[config.mk]
export PLATFORM = sky130hd
export DESIGN_NAME = cpu_reset_sequencer
export DESIGN_NICKNAME = d
export VERILOG_FILES = /design/src/rtl/cpu_reset_sequencer.sv
export SDC_FILE = /design/constraint.sdc
export NUM_CORES = 1
export LEC_CHECK = 0
export BUFFER_PORTS_ARGS = -buffer_cell sky130_fd_sc_hd__clkbuf_2
export CAP_MARGIN = 10
export CORE_ASPECT_RATIO = 1.75
export CORE_MARGIN = 3
export CORE_UTILIZATION = 45
export CTS_CLUSTER_SIZE = 24
export DETAILED_ROUTE_END_ITERATION = 8
export PLACE_DENSITY = 0.62
export SLEW_MARGIN = 20
export SYNTH_ARGS = -nofsm -noshare
export SYNTH_HDL_FRONTEND = slang
export SYNTH_SLANG_ARGS = --single-unit
[constraint.sdc]
create_clock -name clk -period 3.4 [get_ports clk]
set_input_delay 0.68 -clock clk [delete_from_list [all_inputs] [get_ports clk]]
set_output_delay 0.68 -clock clk [all_outputs]
set_load 0.05 [all_outputs]
[src/rtl/cpu_reset_sequencer.sv]
// cpu_reset_sequencer
// Conditions the raw CPU_RESET_n pushbutton and releases the system resets in
// order: system PLL, then DDR2LP EMIF, then core logic. Each step waits for PLL
// lock or EMIF calibration. A timeout or a calibration failure triggers a retry.
// When the retries run out, the sequencer parks in FAIL until the button is
// pressed.
//
// Ports:
//   clk              free-running reference clock
//   reset_n          asynchronous active-low reset
//   button_n         raw pushbutton, asynchronous, active-low
//   pll_locked       system PLL lock, asynchronous
//   emif_cal_success EMIF calibration success, asynchronous
//   emif_cal_fail    EMIF calibration failure, asynchronous
//   pll_reset        active-high system PLL reset
//   emif_reset_n     active-low EMIF / memory PLL reset
//   core_reset_n     active-low core logic reset
//   seq_fail         sticky flag: retries exhausted
//   seq_state        current state encoding (debug / LEDs)

module cpu_reset_sequencer #(
    parameter int unsigned SYNC_DEPTH       = 2,
    parameter int unsigned DEBOUNCE_CYCLES  = 1000000,
    parameter int unsigned PLL_RESET_CYCLES = 16,
    parameter int unsigned LOCK_TIMEOUT     = 65536,
    parameter int unsigned CAL_TIMEOUT      = 4194304,
    parameter int unsigned MAX_RETRIES      = 3
) (
    input  logic       clk,
    input  logic       reset_n,
    input  logic       button_n,
    input  logic       pll_locked,
    input  logic       emif_cal_success,
    input  logic       emif_cal_fail,
    output logic       pll_reset,
    output logic       emif_reset_n,
    output logic       core_reset_n,
    output logic       seq_fail,
    output logic [2:0] seq_state
);

    // Counter width for a limit; at least one bit so a limit of 1 still works.
    function automatic int unsigned cnt_width(input int unsigned limit);
        return (limit > 1) ? $clog2(limit) : 1;
    endfunction

    localparam int unsigned DB_W   = cnt_width(DEBOUNCE_CYCLES);
    localparam int unsigned PR_W   = cnt_width(PLL_RESET_CYCLES);
    localparam int unsigned LT_W   = cnt_width(LOCK_TIMEOUT);
    localparam int unsigned CT_W   = cnt_width(CAL_TIMEOUT);
    localparam int unsigned CNT_W  = (PR_W > LT_W) ? ((PR_W > CT_W) ? PR_W : CT_W)
                                                   : ((LT_W > CT_W) ? LT_W : CT_W);
    localparam int unsigned RT_W   = cnt_width(MAX_RETRIES);
    localparam int unsigned NSYNC  = 4;

    typedef enum logic [2:0] {
        ST_BTN       = 3'd0,
        ST_PLL_RST   = 3'd1,
        ST_WAIT_LOCK = 3'd2,
        ST_WAIT_CAL  = 3'd3,
        ST_RUN       = 3'd4,
        ST_FAIL      = 3'd5
    } state_t;

    // ------------------------------------------------------------------
    // Synchronisers: all four asynchronous inputs share one shift chain.
    // The chain resets to 1 and is flushed well within PLL_RST.
    // ------------------------------------------------------------------
    logic [SYNC_DEPTH-1:0][NSYNC-1:0] sync_q;
    logic [NSYNC-1:0]                 sync_out;
    logic                             btn_s;
    logic                             lock_s;
    logic                             cal_ok_s;
    logic                             cal_fail_s;

    always_ff @(posedge clk or negedge reset_n) begin
        if (!reset_n) begin
            sync_q <= '1;
        end else begin
            sync_q <= {sync_q[SYNC_DEPTH-2:0],
                       {emif_cal_fail, emif_cal_success, pll_locked, button_n}};
        end
    end

    assign sync_out   = sync_q[SYNC_DEPTH-1];
    assign btn_s      = sync_out[0];
    assign lock_s     = sync_out[1];
    assign cal_ok_s   = sync_out[2];
    assign cal_fail_s = sync_out[3];

    // ------------------------------------------------------------------
    // Debounce: accept a change only after DEBOUNCE_CYCLES consecutive
    // mismatching cycles. db_next feeds the FSM directly so that a press
    // or release acts on the same edge the debounced value flips.
    // ------------------------------------------------------------------
    logic            db_q;
    logic            db_next;
    logic [DB_W-1:0] db_cnt;
    logic [DB_W-1:0] db_cnt_next;

    always_comb begin
        db_next     = db_q;
        db_cnt_next = '0;
        if (btn_s != db_q) begin
            if (db_cnt == DB_W'(DEBOUNCE_CYCLES - 1)) begin
                db_next = btn_s;
            end else begin
                db_cnt_next = db_cnt + DB_W'(1);
            end
        end
    end

    always_ff @(posedge clk or negedge reset_n) begin
        if (!reset_n) begin
            db_q   <= 1'b1;
            db_cnt <= '0;
        end else begin
            db_q   <= db_next;
            db_cnt <= db_cnt_next;
        end
    end

    // ------------------------------------------------------------------
    // Sequencer state register
    // ------------------------------------------------------------------
    state_t           state;
    state_t           state_next;
    logic [CNT_W-1:0] cnt;
    logic [CNT_W-1:0] cnt_next;
    logic [RT_W-1:0]  retry;
    logic [RT_W-1:0]  retry_next;
    logic             retry_req;

    always_ff @(posedge clk or negedge reset_n) begin
        if (!reset_n) begin
            state <= ST_PLL_RST;
            cnt   <= '0;
            retry <= '0;
        end else begin
            state <= state_next;
            cnt   <= cnt_next;
            retry <= retry_next;
        end
    end

    // Next-state logic; the button override is applied last so it wins.
    always_comb begin
        state_next = state;
        cnt_next   = cnt;
        retry_next = retry;
        retry_req  = 1'b0;

        case (state)
            ST_BTN: begin
                if (db_next) begin
                    state_next = ST_PLL_RST;
                    cnt_next   = '0;
                end
            end
            ST_PLL_RST: begin
                if (cnt == CNT_W'(PLL_RESET_CYCLES - 1)) begin
                    state_next = ST_WAIT_LOCK;
                    cnt_next   = '0;
                end else begin
                    cnt_next = cnt + CNT_W'(1);
                end
            end
            ST_WAIT_LOCK: begin
                if (lock_s) begin
                    state_next = ST_WAIT_CAL;
                    cnt_next   = '0;
                end else if (cnt == CNT_W'(LOCK_TIMEOUT - 1)) begin
                    retry_req = 1'b1;
                end else begin
                    cnt_next = cnt + CNT_W'(1);
                end
            end
            ST_WAIT_CAL: begin
                // Fail is checked before success so a simultaneous pair retries.
                if (!lock_s || cal_fail_s) begin
                    retry_req = 1'b1;
                end else if (cal_ok_s) begin
                    state_next = ST_RUN;
                    cnt_next   = '0;
                    retry_next = '0;
                end else if (cnt == CNT_W'(CAL_TIMEOUT - 1)) begin
                    retry_req = 1'b1;
                end else begin
                    cnt_next = cnt + CNT_W'(1);
                end
            end
            ST_RUN: begin
                // Lock loss after a good bring-up restarts without using a retry.
                if (!lock_s) begin
                    state_next = ST_PLL_RST;
                    cnt_next   = '0;
                end
            end
            ST_FAIL: begin
                state_next = ST_FAIL;
            end
            default: begin
                state_next = ST_PLL_RST;
                cnt_next   = '0;
            end
        endcase

        // Retry bookkeeping: the last allowed attempt goes to FAIL.
        if (retry_req) begin
            cnt_next = '0;
            if (retry == RT_W'(MAX_RETRIES - 1)) begin
                state_next = ST_FAIL;
            end else begin
                state_next = ST_PLL_RST;
                retry_next = retry + RT_W'(1);
            end
        end

        if (!db_next) begin
            state_next = ST_BTN;
            cnt_next   = '0;
            retry_next = '0;
        end
    end

    // ------------------------------------------------------------------
    // Registered outputs decoded from the next state
    // ------------------------------------------------------------------
    always_ff @(posedge clk or negedge reset_n) begin
        if (!reset_n) begin
            pll_reset    <= 1'b1;
            emif_reset_n <= 1'b0;
            core_reset_n <= 1'b0;
            seq_fail     <= 1'b0;
            seq_state    <= 3'd1;
        end else begin
            pll_reset    <= (state_next == ST_BTN) || (state_next == ST_PLL_RST) ||
                            (state_next == ST_FAIL);
            emif_reset_n <= (state_next == ST_WAIT_CAL) || (state_next == ST_RUN);
            core_reset_n <= (state_next == ST_RUN);
            seq_fail     <= (state_next == ST_FAIL);
            seq_state    <= state_next;
        end
    end

endmodule

==> impl.org <==
** Worst hold path
- Type of the worst min-delay path :: in2async

** Floorplanning
- After floorplanning, the core was divided into 40 placement rows.
- The initial utilization of the core area, before any placement, comes to 0.468.
- The floorplan step defined a die boundary enclosing 8340 µm².
- IO Pins :: 13
- The core region is 6960 µm².
- The die is 119 µm tall.
- DIE WIDTH :: 70.3 µm

** Timing
- After routing, the total negative slack on setup checks comes to 0 ns.
- Final critical-path share of the clock period :: 0.745
- Final setup fails :: 0
- Final critical-path required period :: 2.53 ns
- Hold Violations, Final :: 0
- Across the routed clock network, the largest skew measured is 0.00518 ns.
- Headroom to the max-slew limit :: 0.619
- Setup repair after global routing missed its margin :: no
- Count of final max-slew check failures :: 0
- Achievable Freq :: 395 MHz
- Slew at the pin closest to its max-slew limit :: 0.567 ns

** Power and ir drop
- Power spread over the standard cell area amounts to 477 nW/µm².
- VDD IR max :: 0.281 mV
- Static Leak :: 1.49 nW

** Synthesis
- Summed over all instances, the cell type with the most area after synthesis is sky130_fd_sc_hd__dfrtp_1.
- The share of synthesized area in the top cell type comes to 0.376.
- Of the total synthesized cell area, the portion taken by full adders, half adders and majority gates is 0.0115.
- Avg Synthesized Cell Area :: 9.78 µm²
- Synth Area in Compound Gates :: 0.154
- Of the synthesized area, sequential elements account for 0.465.
- Number of different library cells in the post-synthesis netlist :: 55
- Post-synthesis share of cell area spent on xor and xnor gates :: 0.0511
- Largest family of logic cells by synthesized area :: simple AND/OR/NAND/NOR gates
- Top_reg_cell synth :: sky130_fd_sc_hd__dfrtp_1
- Yosys warnings :: 0
- Post-synthesis cell count :: 333
- For this run, asynchronously set or reset flops after synthesis account for 1.00.
- Measured against the total synthesized area, the mux share comes to 0.00960.
- Synthesis produced a netlist with a net count of 342.
- Yosys mapped a number of flops with a built-in enable equal to 0.
- After synthesis, the cell types taking the most area are sky130_fd_sc_hd__dfrtp_1 38%, sky130_fd_sc_hd__dfstp_2 8.9%, sky130_fd_sc_hd__nor2_1 5.2%.
- Combined area of all synthesized cells :: 3260 µm²
- After synthesis the netlist holds a flip-flop and latch count of 60.
- Simple-gate share of the synthesized area :: 0.277

** Layout
- From synthesis to final layout, the design area changed by 14.2%.
- Proportion of layout cells with a drive suffix above 1 :: 0.200
- 0 antenna diodes ended up in the layout.
- For this run, the post-layout net count is 359.
- Finished layout cell area :: 3720 µm²

** Critical path
- Cells along the critical path :: inv_1, ha_1, nand2_1, o31ai_1, o311ai_2, buf_4, or3_1, or3_1, a21oi_1
- Reg-to-reg slack, setup :: 0.87 ns
- Signal arrival time at the worst endpoint :: 2.78 ns
- Data required time of the critical path :: 3.65 ns
- In this run the critical register-to-register path is captured at cnt[8].
- The worst register-to-register path begins at seq_state[2].
- Tracing the worst setup path back leads to its startpoint at seq_state[2].
- The critical path ends at cnt[8].
- Biggest cell delay along the critical path :: 0.41 ns
- Endpoint kind of the worst setup timing path :: flop
- Most Frequent Cell on Critical Path :: sky130_fd_sc_hd__or3_1
- Worst-path fanout max :: 21
- Worst path slowest cell :: sky130_fd_sc_hd__dfrtp_1
- The critical path is of the reg2reg type.
- STA classifies the critical path startpoint as a flop.
- Counting cells, the worst reg-to-reg path comes to 9.

** Clock network
- Clock edge transition at the registers on the reported setup and hold paths :: 0.05 ns
- The cell sitting at the root of the clock tree is a sky130_fd_sc_hd__clkbuf_16.
- Inserted Clock Buffers :: 9
- TritonCTS built the clock tree.
- Number of buffers inserted to repair setup after CTS :: 0
- In this run the number of H-tree levels came out at 3.
- After clock tree synthesis, the repair step resized 0 gates.
- Total clock sinks :: 60
- For the worst-skew pair, the clock arrives at the later sink with an insertion delay of 0.32 ns.
- Hold repair after CTS inserted 0 buffers.
- Largest buffer count on any clock path :: 2

** Global routing
- Wire length of the first global-routing pass :: 12300 µm
- Global-route usage over all layers :: 0.186
- Entering global routing, the biggest net connects 41 pins.
- Initial antenna violation count :: 0
- The via count of the first global-routing pass is 2541.
- Summed over all layers, the global routing overflow is 0.

** Drt
- # DRC :: 0
- The detailed router finished its first iteration with 133 violations.
- The first detailed-routing pass took 4 iterations.
- For this block, the routed nets add up to 7160 µm of wire.
- In the final routed layout, each cell accounts on average for 16.3 µm.
- Post-detailed-route via-to-cell ratio :: 5.84
- Total via count in the routed design :: 2565
- In this run the remaining antenna-violating nets after routing total 0.

** Run status
- Result of the run :: finished, final reports clean

** Flow run
- Max-cap violations in this run came to 0.

** Placement
- Count of input and output buffers :: 12
- Final weighted congestion of routability-driven global placement :: 0.866
- The placed instances occupy a cell area of 3380 µm².
- Summed over all nets, the half-perimeter wirelength after detailed placement is 4970 µm.
## cells in the mapped netlist, drive strengths merged (4+ instances only)
| master | n |
|---|---|
| nand4b | 4 |
| xor2 | 12 |
| xnor2 | 7 |
| or3 | 8 |
| inv | 6 |
| nor4 | 8 |
| o21ai | 17 |
| nor2b | 5 |
| nand4 | 9 |
| and2 | 4 |
| dfrtp | 49 |
| a21oi | 36 |
| dfstp | 11 |
| nand3b | 8 |
| nor2 | 45 |
| nand2 | 17 |
| a211oi | 6 |
| nor3 | 7 |
| buf | 11 |
| nand3 | 20 |
| and4 | 4 |
| and3 | 8 |
| nand2b | 7 |
## through the flow
step	instances	setup WS, ns	power (W)	util	hold WS (ns)
after floorplan	333	1.01	0.000756	-	0.345
after global placement	423	0.900	0.000777	0.486	0.346
after detailed placement	423	0.873	0.000778	0.486	0.347
after CTS	439	0.856	0.00179	0.535	0.337
after global routing	439	0.708	0.00184	0.535	0.353
final	439	0.868	0.00177	0.535	0.332
## critical path, delay by kind of cell (launching register included)
kind	cells	cell delay (ns)
AO/OA/AOI/OAI	3	0.56
flip-flops	1	0.41
buffers and inverters	2	0.39
AND/OR/NAND/NOR	3	0.85
adder cells (fa/ha/maj)	1	0.24
## final cells by class
type	count	area [µm²]
Fill cell	631	3240
Inverter	6	22.5
Timing Repair Buffer	17	97.6
Sequential cell	60	1520
Tap cell	84	105
Multi-Input combinational cell	256	1640
Clock inverter	3	67.6
Clock buffer	13	270
## power by group
part / switching [W] / internal (W)
Sequential: 0.00000619 / 0.000727
Clock: 0.000306 / 0.000701
Combinational: 0.0000238 / 0.00000806
## metal layers
metal	wire length, µm	GRT usage	vias to the layer above
li1	-	-	1244
met1	3030	0.221	1264
met2	3810	0.310	45
met3	177	0.0366	12
met4	143	0.0983	0
met5	0	0	-
## placed cells by master, fill, tap and decap left out, types with 2 or more instances in the layout
cell	synthesis	final
sky130_fd_sc_hd__nand2b_1	7	7
sky130_fd_sc_hd__inv_1	6	6
sky130_fd_sc_hd__o21ai_0	12	12
sky130_fd_sc_hd__dfstp_2	11	11
sky130_fd_sc_hd__nand3_1	18	18
sky130_fd_sc_hd__or2_2	2	2
sky130_fd_sc_hd__and2_1	4	4
sky130_fd_sc_hd__ha_1	3	3
sky130_fd_sc_hd__nand3_2	2	2
sky130_fd_sc_hd__nor2b_1	5	5
sky130_fd_sc_hd__xnor2_1	7	7
sky130_fd_sc_hd__nor3_1	6	6
sky130_fd_sc_hd__and3_1	8	8
sky130_fd_sc_hd__xor2_1	12	12
sky130_fd_sc_hd__a31oi_1	2	2
sky130_fd_sc_hd__a41oi_1	2	2
sky130_fd_sc_hd__or3_1	8	8
sky130_fd_sc_hd__o21ai_1	4	4
sky130_fd_sc_hd__nand4_1	8	8
sky130_fd_sc_hd__dfrtp_1	49	49
sky130_fd_sc_hd__nor2_1	45	45
sky130_fd_sc_hd__nand4b_1	4	4
sky130_fd_sc_hd__a211oi_1	5	5
sky130_fd_sc_hd__buf_4	1	5
sky130_fd_sc_hd__and4_1	3	3
sky130_fd_sc_hd__nand2_1	16	16
sky130_fd_sc_hd__mux2i_1	2	2
sky130_fd_sc_hd__nor4_1	6	6
sky130_fd_sc_hd__a21o_1	2	2
sky130_fd_sc_hd__nand3b_1	8	8
sky130_fd_sc_hd__a21oi_2	13	13
sky130_fd_sc_hd__a21oi_1	23	23
sky130_fd_sc_hd__clkbuf_2	0	12
sky130_fd_sc_hd__clkbuf_16	0	9
sky130_fd_sc_hd__clkbuf_8	0	3
sky130_fd_sc_hd__bufinv_16	0	2
## flip-flops by register name (all words and copies together), names as in the netlist
signal,flops
cnt,22
seq_fail,1
sync_q,4
seq_state,3
db_cnt,20
core_reset_n,1
pll_reset,1
retry,2
emif_reset_n,1
sync_out,4
db_q,1
## worst min-delay path by stage
stage | from | to | slack [ns] | depth (start not counted)
6_report | reset_n | seq_fail | 0.33 | 1
5_1_grt | reset_n | seq_fail | 0.35 | 1
4_1_cts | reset_n | seq_fail | 0.34 | 1
3_5_place_dp | sync_q[3] | sync_out[3] | 0.35 | 0
3_3_place_gp | sync_q[3] | sync_out[3] | 0.35 | 0
2_1_floorplan | sync_q[0] | sync_out[0] | 0.35 | 0
## logic make-up after synthesis
logic type	count (synthesis)
fa+ha+maj	3
mux	3
flops	60
xor+xnor	19
buf+inv	17
compound gates	71
simple gates	160
Note: power is estimated with default switching activity, not from simulation.
